## src/rtl/hi_lo_unit.sv

```systemverilog
// MIPS HI/LO multiply/divide unit: iterative shift-add multiply, restoring divide.
// Define HI_LO_FAST_MULT_EN for a single-cycle multiplier; divide stays iterative.
module hi_lo_unit (
  input  logic        clk,
  input  logic        reset_n,
  input  logic        op_valid,
  input  logic [5:0]  op_code,
  input  logic [31:0] operand_1,
  input  logic [31:0] operand_2,
  output logic        op_ready,
  output logic        busy,
  output logic [31:0] read_data,
  output logic        read_valid,
  output logic [31:0] hi,
  output logic [31:0] lo,
  output logic        div_by_zero
);

  localparam logic [5:0] F_MFHI  = 6'b010000;
  localparam logic [5:0] F_MTHI  = 6'b010001;
  localparam logic [5:0] F_MFLO  = 6'b010010;
  localparam logic [5:0] F_MTLO  = 6'b010011;
  localparam logic [5:0] F_MULT  = 6'b011000;
  localparam logic [5:0] F_MULTU = 6'b011001;
  localparam logic [5:0] F_DIV   = 6'b011010;
  localparam logic [5:0] F_DIVU  = 6'b011011;

  typedef enum logic [1:0] {
    S_IDLE,
    S_MUL,
    S_DIV,
    S_FIX
  } state_t;

  state_t      r_state;
  logic [4:0]  r_cnt;
  logic [63:0] r_p;
  logic [31:0] r_b;
  logic [31:0] r_op1;
  logic        r_neg_q;
  logic        r_neg_r;
  logic        r_is_div;
  logic        r_dz;
  logic [31:0] r_hi;
  logic [31:0] r_lo;
  logic [31:0] r_rdata;
  logic        r_rvalid;
  logic        r_dbz;

  logic        w_acc;
  logic        w_mfhi;
  logic        w_mflo;
  logic        w_mthi;
  logic        w_mtlo;
  logic        w_mul;
  logic        w_div;
  logic        w_sgn;
  logic        w_mul_go;
  logic        w_a_neg;
  logic        w_b_neg;
  logic [31:0] w_a_mag;
  logic [31:0] w_b_mag;
  logic [32:0] w_madd;
  logic [32:0] w_rsh;
  logic        w_ge;
  logic [31:0] w_dif;
  logic [63:0] w_pneg;
  logic [31:0] w_qneg;
  logic [31:0] w_rneg;

  assign w_acc  = op_valid && (r_state == S_IDLE);
  assign w_mfhi = w_acc && (op_code == F_MFHI);
  assign w_mflo = w_acc && (op_code == F_MFLO);
  assign w_mthi = w_acc && (op_code == F_MTHI);
  assign w_mtlo = w_acc && (op_code == F_MTLO);
  assign w_mul  = w_acc &&
                  ((op_code == F_MULT) || (op_code == F_MULTU));
  assign w_div  = w_acc &&
                  ((op_code == F_DIV) || (op_code == F_DIVU));
  assign w_sgn  = (op_code == F_MULT) || (op_code == F_DIV);

  assign w_a_neg = w_sgn && operand_1[31];
  assign w_b_neg = w_sgn && operand_2[31];
  assign w_a_mag = w_a_neg ? -operand_1 : operand_1;
  assign w_b_mag = w_b_neg ? -operand_2 : operand_2;

  // Multiply: multiplier in r_p[31:0], partial product in r_p[63:32]
  assign w_madd = {1'b0, r_p[63:32]} +
                  (r_p[0] ? {1'b0, r_b} : 33'd0);

  // Restoring divide: remainder in r_p[63:32], dividend/quotient below
  assign w_rsh = {r_p[63:32], r_p[31]};
  assign w_ge  = w_rsh[32] || (w_rsh[31:0] >= r_b);
  assign w_dif = w_rsh[31:0] - r_b;

  assign w_pneg = -r_p;
  assign w_qneg = -r_p[31:0];
  assign w_rneg = -r_p[63:32];

`ifdef HI_LO_FAST_MULT_EN
  logic [63:0] w_sprod;
  logic [63:0] w_uprod;
  logic [63:0] w_fprod;

  assign w_sprod  = $signed({{32{operand_1[31]}}, operand_1}) *
                    $signed({{32{operand_2[31]}}, operand_2});
  assign w_uprod  = {32'd0, operand_1} * {32'd0, operand_2};
  assign w_fprod  = (op_code == F_MULT) ? w_sprod : w_uprod;
  assign w_mul_go = 1'b0;
`else
  assign w_mul_go = w_mul;
`endif

  always_ff @(posedge clk) begin
    if (!reset_n) begin
      r_state  <= S_IDLE;
      r_cnt    <= 5'd0;
      r_p      <= 64'd0;
      r_b      <= 32'd0;
      r_op1    <= 32'd0;
      r_neg_q  <= 1'b0;
      r_neg_r  <= 1'b0;
      r_is_div <= 1'b0;
      r_dz     <= 1'b0;
      r_hi     <= 32'd0;
      r_lo     <= 32'd0;
      r_rdata  <= 32'd0;
      r_rvalid <= 1'b0;
      r_dbz    <= 1'b0;
    end else begin
      r_rvalid <= 1'b0;
      r_dbz    <= 1'b0;
      case (r_state)
        S_IDLE: begin
          if (w_mthi) r_hi <= operand_1;
          if (w_mtlo) r_lo <= operand_1;
          if (w_mfhi) begin
            r_rdata  <= r_hi;
            r_rvalid <= 1'b1;
          end
          if (w_mflo) begin
            r_rdata  <= r_lo;
            r_rvalid <= 1'b1;
          end
`ifdef HI_LO_FAST_MULT_EN
          if (w_mul) {r_hi, r_lo} <= w_fprod;
`endif
          if (w_mul_go || w_div) begin
            r_p      <= {32'd0, w_a_mag};
            r_b      <= w_b_mag;
            r_op1    <= operand_1;
            r_neg_q  <= w_a_neg ^ w_b_neg;
            r_neg_r  <= w_a_neg;
            r_is_div <= w_div;
            r_dz     <= (operand_2 == 32'd0);
            r_cnt    <= 5'd0;
            r_state  <= w_div ? S_DIV : S_MUL;
          end
        end
        S_MUL: begin
          r_p   <= {w_madd, r_p[31:1]};
          r_cnt <= r_cnt + 5'd1;
          if (r_cnt == 5'd31) r_state <= S_FIX;
        end
        S_DIV: begin
          if (w_ge) r_p <= {w_dif, r_p[30:0], 1'b1};
          else      r_p <= {w_rsh[31:0], r_p[30:0], 1'b0};
          r_cnt <= r_cnt + 5'd1;
          if (r_cnt == 5'd31) r_state <= S_FIX;
        end
        S_FIX: begin
          r_state <= S_IDLE;
          if (!r_is_div) begin
            {r_hi, r_lo} <= r_neg_q ? w_pneg : r_p;
          end else if (r_dz) begin
            r_hi  <= r_op1;
            r_lo  <= 32'hFFFF_FFFF;
            r_dbz <= 1'b1;
          end else begin
            r_lo <= r_neg_q ? w_qneg : r_p[31:0];
            r_hi <= r_neg_r ? w_rneg : r_p[63:32];
          end
        end
        default: r_state <= S_IDLE;
      endcase
    end
  end

  assign op_ready    = (r_state == S_IDLE);
  assign busy        = (r_state != S_IDLE);
  assign read_data   = r_rdata;
  assign read_valid  = r_rvalid;
  assign hi          = r_hi;
  assign lo          = r_lo;
  assign div_by_zero = r_dbz;

endmodule

```

## config.mk

```make
export PLATFORM = sky130hd
export DESIGN_NAME = hi_lo_unit
export DESIGN_NICKNAME = d
export VERILOG_FILES = /design/src/rtl/hi_lo_unit.sv
export SDC_FILE = /design/constraint.sdc
export NUM_CORES = 1
export LEC_CHECK = 0
export ABC_AREA = 1
export BUFFER_PORTS_ARGS = -buffer_cell sky130_fd_sc_hd__clkbuf_2
export CORE_MARGIN = 3
export CORE_UTILIZATION = 35
export CTS_CLUSTER_SIZE = 30
export DETAILED_ROUTE_END_ITERATION = 16
export PLACE_DENSITY = 0.55
export SYNTH_ARGS = -nofsm -noshare
export SYNTH_HDL_FRONTEND = slang
export SYNTH_SLANG_ARGS = --single-unit
```

## constraint.sdc

```tcl
create_clock -name clk -period 2.9 [get_ports clk]
set_input_delay 0.29 -clock clk [delete_from_list [all_inputs] [get_ports clk]]
set_output_delay 0.29 -clock clk [all_outputs]
set_load 0.01 [all_outputs]
```

==> results of run 1 <==
==> sequential cells by signal, indices dropped and copies added (netlist names), 2 cells and up <==
signal,flops
hi,32
lo,32
r_b,32
r_cnt,5
r_op1,32
r_p,64
r_state,2
read_data,32
==> how the worst min path moves through the flow <==
| stage | startpoint | endpoint |
|---|---|---|
| finish | operand_1[3] | r_op1[3] |
| global route | operand_1[12] | r_op1[12] |
| CTS | operand_1[3] | r_op1[3] |
| detailed placement | read_data[0] | read_data[0] |
| global placement | read_data[12] | read_data[12] |
| floorplan | operand_2[19] | r_b[19] |
==> cell usage after synthesis, types with 22 or more instances <==
cell type  instances  area [µm²]
buf_2             22         110
ha_1              75         938
xor2_1            45         394
nor3_1            45         225
clkbuf_1         104         390
o22ai_1           32         200
a21oi_1          359        1800
inv_1            503        1890
dfxtp_1          237        4740
nor2_1           342        1280
nand2_1         1054        3960
nand3_1          231        1160
nand4_1           46         288
o21ai_0          318        1590
==> per-layer routing <==
metal  global-route usage (%)  share of wire (%)  vias to the layer above
met5                        0              0.017                        -
met4                     6.82                2.7                        2
met3                     3.83                7.5                      123
met2                     40.9                 43                      893
met1                     38.7                 47                    11000
li1                         -                  -                    12100
==> per-stage QoR <==
| step | power [mW] | cells |
|---|---|---|
| 3_3_place_gp | 7.89 | 4532 |
| 4_1_cts | 12.1 | 4592 |
| 5_1_grt | 12.8 | 4592 |
| 6_report | 12.2 | 4592 |
| 2_1_floorplan | 6.60 | 3661 |
| 3_5_place_dp | 7.88 | 4532 |
==> report_power, final <==
| part | switching [mW] | leakage (nW) | internal, mW |
|---|---|---|---|
| Combinational | 3.09 | 9.79 | 1.24 |
| Clock | 1.65 | 0.539 | 2.54 |
| Sequential | 0.192 | 1.92 | 3.44 |
==> worst reg2reg max path, stage by stage, from the launching register on <==
cell and delay [ns]:
dfxtp_1 0.40, inv_1 0.11, ha_1 0.24, fa_1 0.40
inv_1 0.11, nand2_1 0.07, nand2_1 0.07, nand3b_1 0.09
nand2_2 0.10, nand2_1 0.08, nand3_2 0.08, nand2_4 0.14
nand2_8 0.17, buf_12 0.18, nand2_1 0.07, nand3_1 0.09
nand2_1 0.05, nand2_1 0.08, a21oi_2 0.05
==> layout make-up <==
| cell class | instances | area, µm² | share of cell area (%) |
|---|---|---|---|
| multi-input cells | 2747 | 13600 | 56.6 |
| flip-flops and latches | 237 | 4750 | 19.8 |
| inverters | 522 | 1960 | 8.20 |
| repair buffers | 258 | 1610 | 6.72 |
| well taps | 773 | 967 | 4.04 |
| clock buffers | 37 | 817 | 3.41 |
| clock inverters | 18 | 279 | 1.17 |
==> cells by family after synthesis <==
kind of cell	after synthesis	synth area share, %
and+or+nand+nor	1802	36.4
adders and majority gates	77	4.67
DFF	237	22.7
AOI/OAI and AO/OA	804	20.9
buffers and inverters	677	12.7
xor gates and xnor gates	64	2.68
==> repair_timing <==
action                                  4_1_cts  5_1_grt
endpoints found under the setup margin        0       11
resized for setup                             0        1
hold endpoints to repair                      5        0
hold buffers                                  5        0
buffers inserted                              0        0
==> placed cells by master (no fill, tap or decap), types with 45 or more instances in the layout <==
master and instances:
o21ai_0 318, nand4_1 46, a21oi_1 359, clkbuf_2 171, buf_4 75, nor3_1 45
nand3_1 230, dfxtp_1 235, ha_1 74, nor2_1 342, nand2_1 1054, inv_1 503
xor2_1 45
==> results.json, run 1 <==
{
  "ant_nets": 0,
  "reg2reg_depth": 18,
  "r2r-start": "r_p[31]",
  "finalSetupViolCount": 0,
  "syn_inst": 3661,
  "grt_pass1_wl_mm": 132,
  "place_area_um2": 22800,
  "clkTransAtPathRegs_ns": 0.07,
  "core_area_um2": 59100,
  "crit_buf_inv": 3,
  "crit_arrival_ns": 3.19,
  "cp_slowest_cell": "dfxtp_1",
  "ys.warnings.count": 0,
  "setup_ws_ns": 0.169,
  "utilization_pct": 40.5,
  "endpoint_kind": "flip-flop",
  "syn-cell-area_um2": 20900,
  "p_leak_nw": 12.2,
  "ys_types": 57,
  "start_kind": "flip-flop",
  "synth-seq-cells": 237,
  "clock-sinks": 237,
  "r2r_setup_slack_ns": 0.17,
  "yosysSeqAreaShare_pct": 22.7,
  "pin_count": 173,
  "fp.dieW_um": 251,
  "status": "finished clean",
  "grt.total_usage_pct": 26.5,
  "grt-ovfl-total": 0,
  "grt_setup_unrepaired": "no",
  "rr_endpoint": "r_p[46]",
  "fin_skew_ns": 0.0304,
  "pre_cts_slack_ns": 0.205,
  "routed_via_density": 5.24,
  "drc": 0,
  "filler_cell_count": 6623,
  "hold_slack_ns": 0.0200,
  "vias": 24100,
  "fin_nets": 3946,
  "cpPeakStageDelay_ns": 0.40,
  "path_class": "flip-flop to flip-flop",
  "period_minus_slack_ns": 2.73,
  "worstPathRequired_ns": 3.36,
  "clock.fmax_mhz": 366,
  "hp-class": "primary input to flip-flop",
  "clockBufferDepth": 3,
  "critPathTopFamily": "simple AND/OR/NAND/NOR gates",
  "ir_drop_uv": 487,
  "htreeDepth": 1,
  "worst-path-stages": 18,
  "relSlewSlack_pct": 43.9,
  "rows": 89,
  "avgSynthCellArea_um2": 5.72,
  "root_buffer": "clkbuf_16",
  "cp-endpoint": "r_p[46]",
  "critical_path.most_common_cell": "nand2_1",
  "firstDrtPassIters": 5,
  "hold_path_depth": 3,
  "routed_wl_mm": 86.1,
  "startpoint": "r_p[31]",
  "cts_buffers": 30,
  "syn2layout_area_growth_pct": 14.3,
  "initial_utilization_pct": 35.4,
  "cts_tree": "yes",
  "die_area_um2": 62800,
  "drt-initial-drc-count": 2041,
  "grt_max_degree": 87,
  "finalCritPeriodShare_pct": 94.2,
  "worstPathMaxFanout": 20,
  "synth_nets": 3811,
  "drive_gt1_share_pct": 11.1,
  "grt_pass1_vias": 22200,
  "die_h_um": 251,
  "antenna_found_initial": 1,
  "drv_slew": 0,
  "synth_edf_count": 0,
  "path_cells": "inv_1 -> ha_1 -> fa_1 -> inv_1 -> nand2_1 -> nand2_1 -> nand3b_1 -> nand2_2 -> nand2_1 -> nand3_2 -> nand2_4 -> nand2_8 -> buf_12 -> nand2_1 -> nand3_1 -> nand2_1 -> nand2_1 -> a21oi_2",
  "hpwl_mm": 68.5,
  "port_buffers": 172,
  "hold_viol": 0,
  "drv_cap": 0,
  "diodes": 0,
  "finalSetupTns_ns": 0,
  "place_congestion": 0.988,
  "synth_ff_type": "dfxtp_1",
  "wire_per_inst_um": 18.8,
  "async_flop_share_pct": 0,
  "stdcell_area_um2": 23900,
  "tightest_slew_ns": 0.841,
  "clock_latency_ns": 0.61,
  "p_per_area_nw_per_um2": 508
}
(Power assumes the default switching activity.)
==> inputs of run 2 (changes only) <==
--- a/config.mk
+++ b/config.mk
@@ -12,6 +12,7 @@
 export CTS_CLUSTER_SIZE = 30
 export DETAILED_ROUTE_END_ITERATION = 16
 export PLACE_DENSITY = 0.55
+export REMOVE_ABC_BUFFERS = 1
 export SYNTH_ARGS = -nofsm -noshare
 export SYNTH_HDL_FRONTEND = slang
 export SYNTH_SLANG_ARGS = --single-unit
==> results.json, run 2 (synthesized netlist as in run 1, its figures left out) <==
{
  "status": "finished clean",
  "root_buffer": "clkbuf_16",
  "initial_utilization_pct": 35.4,
  "holdPathEnd": "r_op1[3]",
  "routed_wl_mm": 85.4,
  "hold_path_depth": 3,
  "grt.total_usage_pct": 26.4,
  "drt-initial-drc-count": 1966,
  "reg2reg_depth": 16,
  "syn2layout_area_growth_pct": 14.8,
  "place_area_um2": 22900,
  "drv_cap": 0,
  "stdcell_area_um2": 24000,
  "worstPathMaxFanout": 15,
  "fin_skew_ns": 0.0281,
  "crit_buf_inv": 2,
  "rows": 89,
  "vias": 24100,
  "die_area_um2": 62800,
  "clkTransAtPathRegs_ns": 0.07,
  "r2r_setup_slack_ns": 0.18,
  "largest_register": "r_p",
  "grt_max_degree": 164,
  "rr_endpoint": "r_p[0]",
  "port_buffers": 172,
  "drc": 0,
  "drv_slew": 0,
  "finalSetupTns_ns": 0,
  "post_cts_buffers": 0,
  "start_kind": "flip-flop",
  "cts_tree": "yes",
  "layout_commonest_cell": "nand2_1",
  "htreeDepth": 2,
  "hold_viol": 0,
  "largest_reg_flops": 64,
  "path_class": "flip-flop to flip-flop",
  "period_minus_slack_ns": 2.72,
  "path_cells": "inv_1 -> ha_1 -> fa_1 -> inv_1 -> nand2_1 -> nand2_1 -> nand3b_1 -> nand2_2 -> nand2_1 -> nand3_2 -> nand2_4 -> nand2_8 -> nand2_4 -> a21oi_2 -> o21ai_1 -> a21oi_1",
  "grt_pass1_vias": 21700,
  "crit_arrival_ns": 3.18,
  "utilization_pct": 40.6,
  "clock.fmax_mhz": 367,
  "p_per_area_nw_per_um2": 514,
  "die_h_um": 251,
  "diodes": 0,
  "routed_via_density": 5.22,
  "setup_ws_ns": 0.177,
  "critical_path.most_common_cell": "nand2_1",
  "cpPeakStageDelay_ns": 0.42,
  "fin_nets": 3964,
  "critPathTopFamily": "simple AND/OR/NAND/NOR gates",
  "clock_latency_ns": 0.57,
  "worstPathRequired_ns": 3.36,
  "grt_pass1_wl_mm": 130,
  "tightest_slew_ns": 0.861,
  "endpoint_kind": "flip-flop",
  "filler_cell_count": 6633,
  "mostFrequentLayoutCells": "1054 x nand2_1, 503 x inv_1, 359 x a21oi_1",
  "drive_gt1_share_pct": 11.5,
  "cp_slowest_cell": "fa_1",
  "hpwl_mm": 67.7,
  "hp-start": "operand_1[3]",
  "fp.dieW_um": 251,
  "pre_cts_slack_ns": 0.307,
  "antenna_found_initial": 0,
  "core_area_um2": 59100,
  "grt-ovfl-total": 0,
  "p_leak_nw": 12.3,
  "ir_drop_uv": 371,
  "firstDrtPassIters": 6,
  "hp-class": "primary input to flip-flop",
  "clockBufferDepth": 3,
  "cts_buffers": 34,
  "wire_per_inst_um": 18.5,
  "place_congestion": 1.03,
  "pin_count": 173,
  "r2r-start": "r_p[31]",
  "finalSetupViolCount": 0,
  "ant_nets": 0,
  "clock-sinks": 237,
  "power_mw": 12.3,
  "finalCritPeriodShare_pct": 93.9,
  "relSlewSlack_pct": 42.2,
  "grt_setup_unrepaired": "no"
}
==> run 2: cell types whose count changed in the layout (fill, tap and decap cells not counted), moves of 3 or more <==
cell / previous run / this run
bufinv_16: 6 / 2
clkbuf_16: 30 / 35
clkbuf_1: 3 / 7
buf_4: 75 / 93
dlygate4sd3_1: 5 / 2
clkinv_2: 7 / 3
==> run 2: worst max path at each step <==
stage / startpoint / endpoint / slack, ns / cells past startpoint
floorplan: r_state[0] / r_p[31] / -0.87 / 8
global route: r_p[0] / r_p[62] / 0.02 / 17
finish: r_p[31] / r_p[0] / 0.18 / 16
CTS: r_p[31] / r_p[37] / 0.29 / 18
detailed placement: r_p[32] / r_p[37] / 0.31 / 17
global placement: r_p[0] / r_p[62] / 0.35 / 17
==> run 2: tightest hold or removal path: cells and delay by family <==
family          cells  cell delay, ns
compound gates      1            0.12
buf+inv             2            0.15
==> run 2: metrics by stage <==
stage          hold slack [ns]  std cells
5_1_grt                 0.0857       4607
6_report                0.0520       4607
4_1_cts                 0.0391       4607
3_5_place_dp             0.436       4549
3_3_place_gp             0.433       4549
2_1_floorplan            0.422       3506
==> run 2: report_power, final <==
group	internal (mW)	switching, mW	leakage [nW]
combinational	1.27	3.20	9.86
clock	2.54	1.70	0.537
sequential	3.44	0.190	1.92
total	7.26	5.09	12.3
==> run 2: area by class of cell <==
type	count	area (µm²)	area share [%]
clock buffer	48	985	4.10
sequential	237	4750	19.8
timing repair buffer	272	1690	7.05
clock inverter	8	115	0.479
tap	773	967	4.03
inverter	522	1960	8.17
multi-input combinational	2747	13600	56.4
==> run 2: layer usage <==
| metal | global-route usage, % | vias to the layer above | wire (µm) |
|---|---|---|---|
| met5 | 0 | - | 0 |
| met4 | 8.83 | 0 | 2990 |
| met3 | 4.65 | 142 | 6310 |
| met2 | 41.5 | 857 | 36700 |
| met1 | 36.5 | 10900 | 39400 |
| li1 | - | 12100 | - |
==> run 2: what timing repair did <==
action | in CTS | in global routing
endpoints found under the hold margin | 2 | 0
gates resized for setup | 0 | 1
hold buffers | 2 | 0
endpoints found under the setup margin | 0 | 3
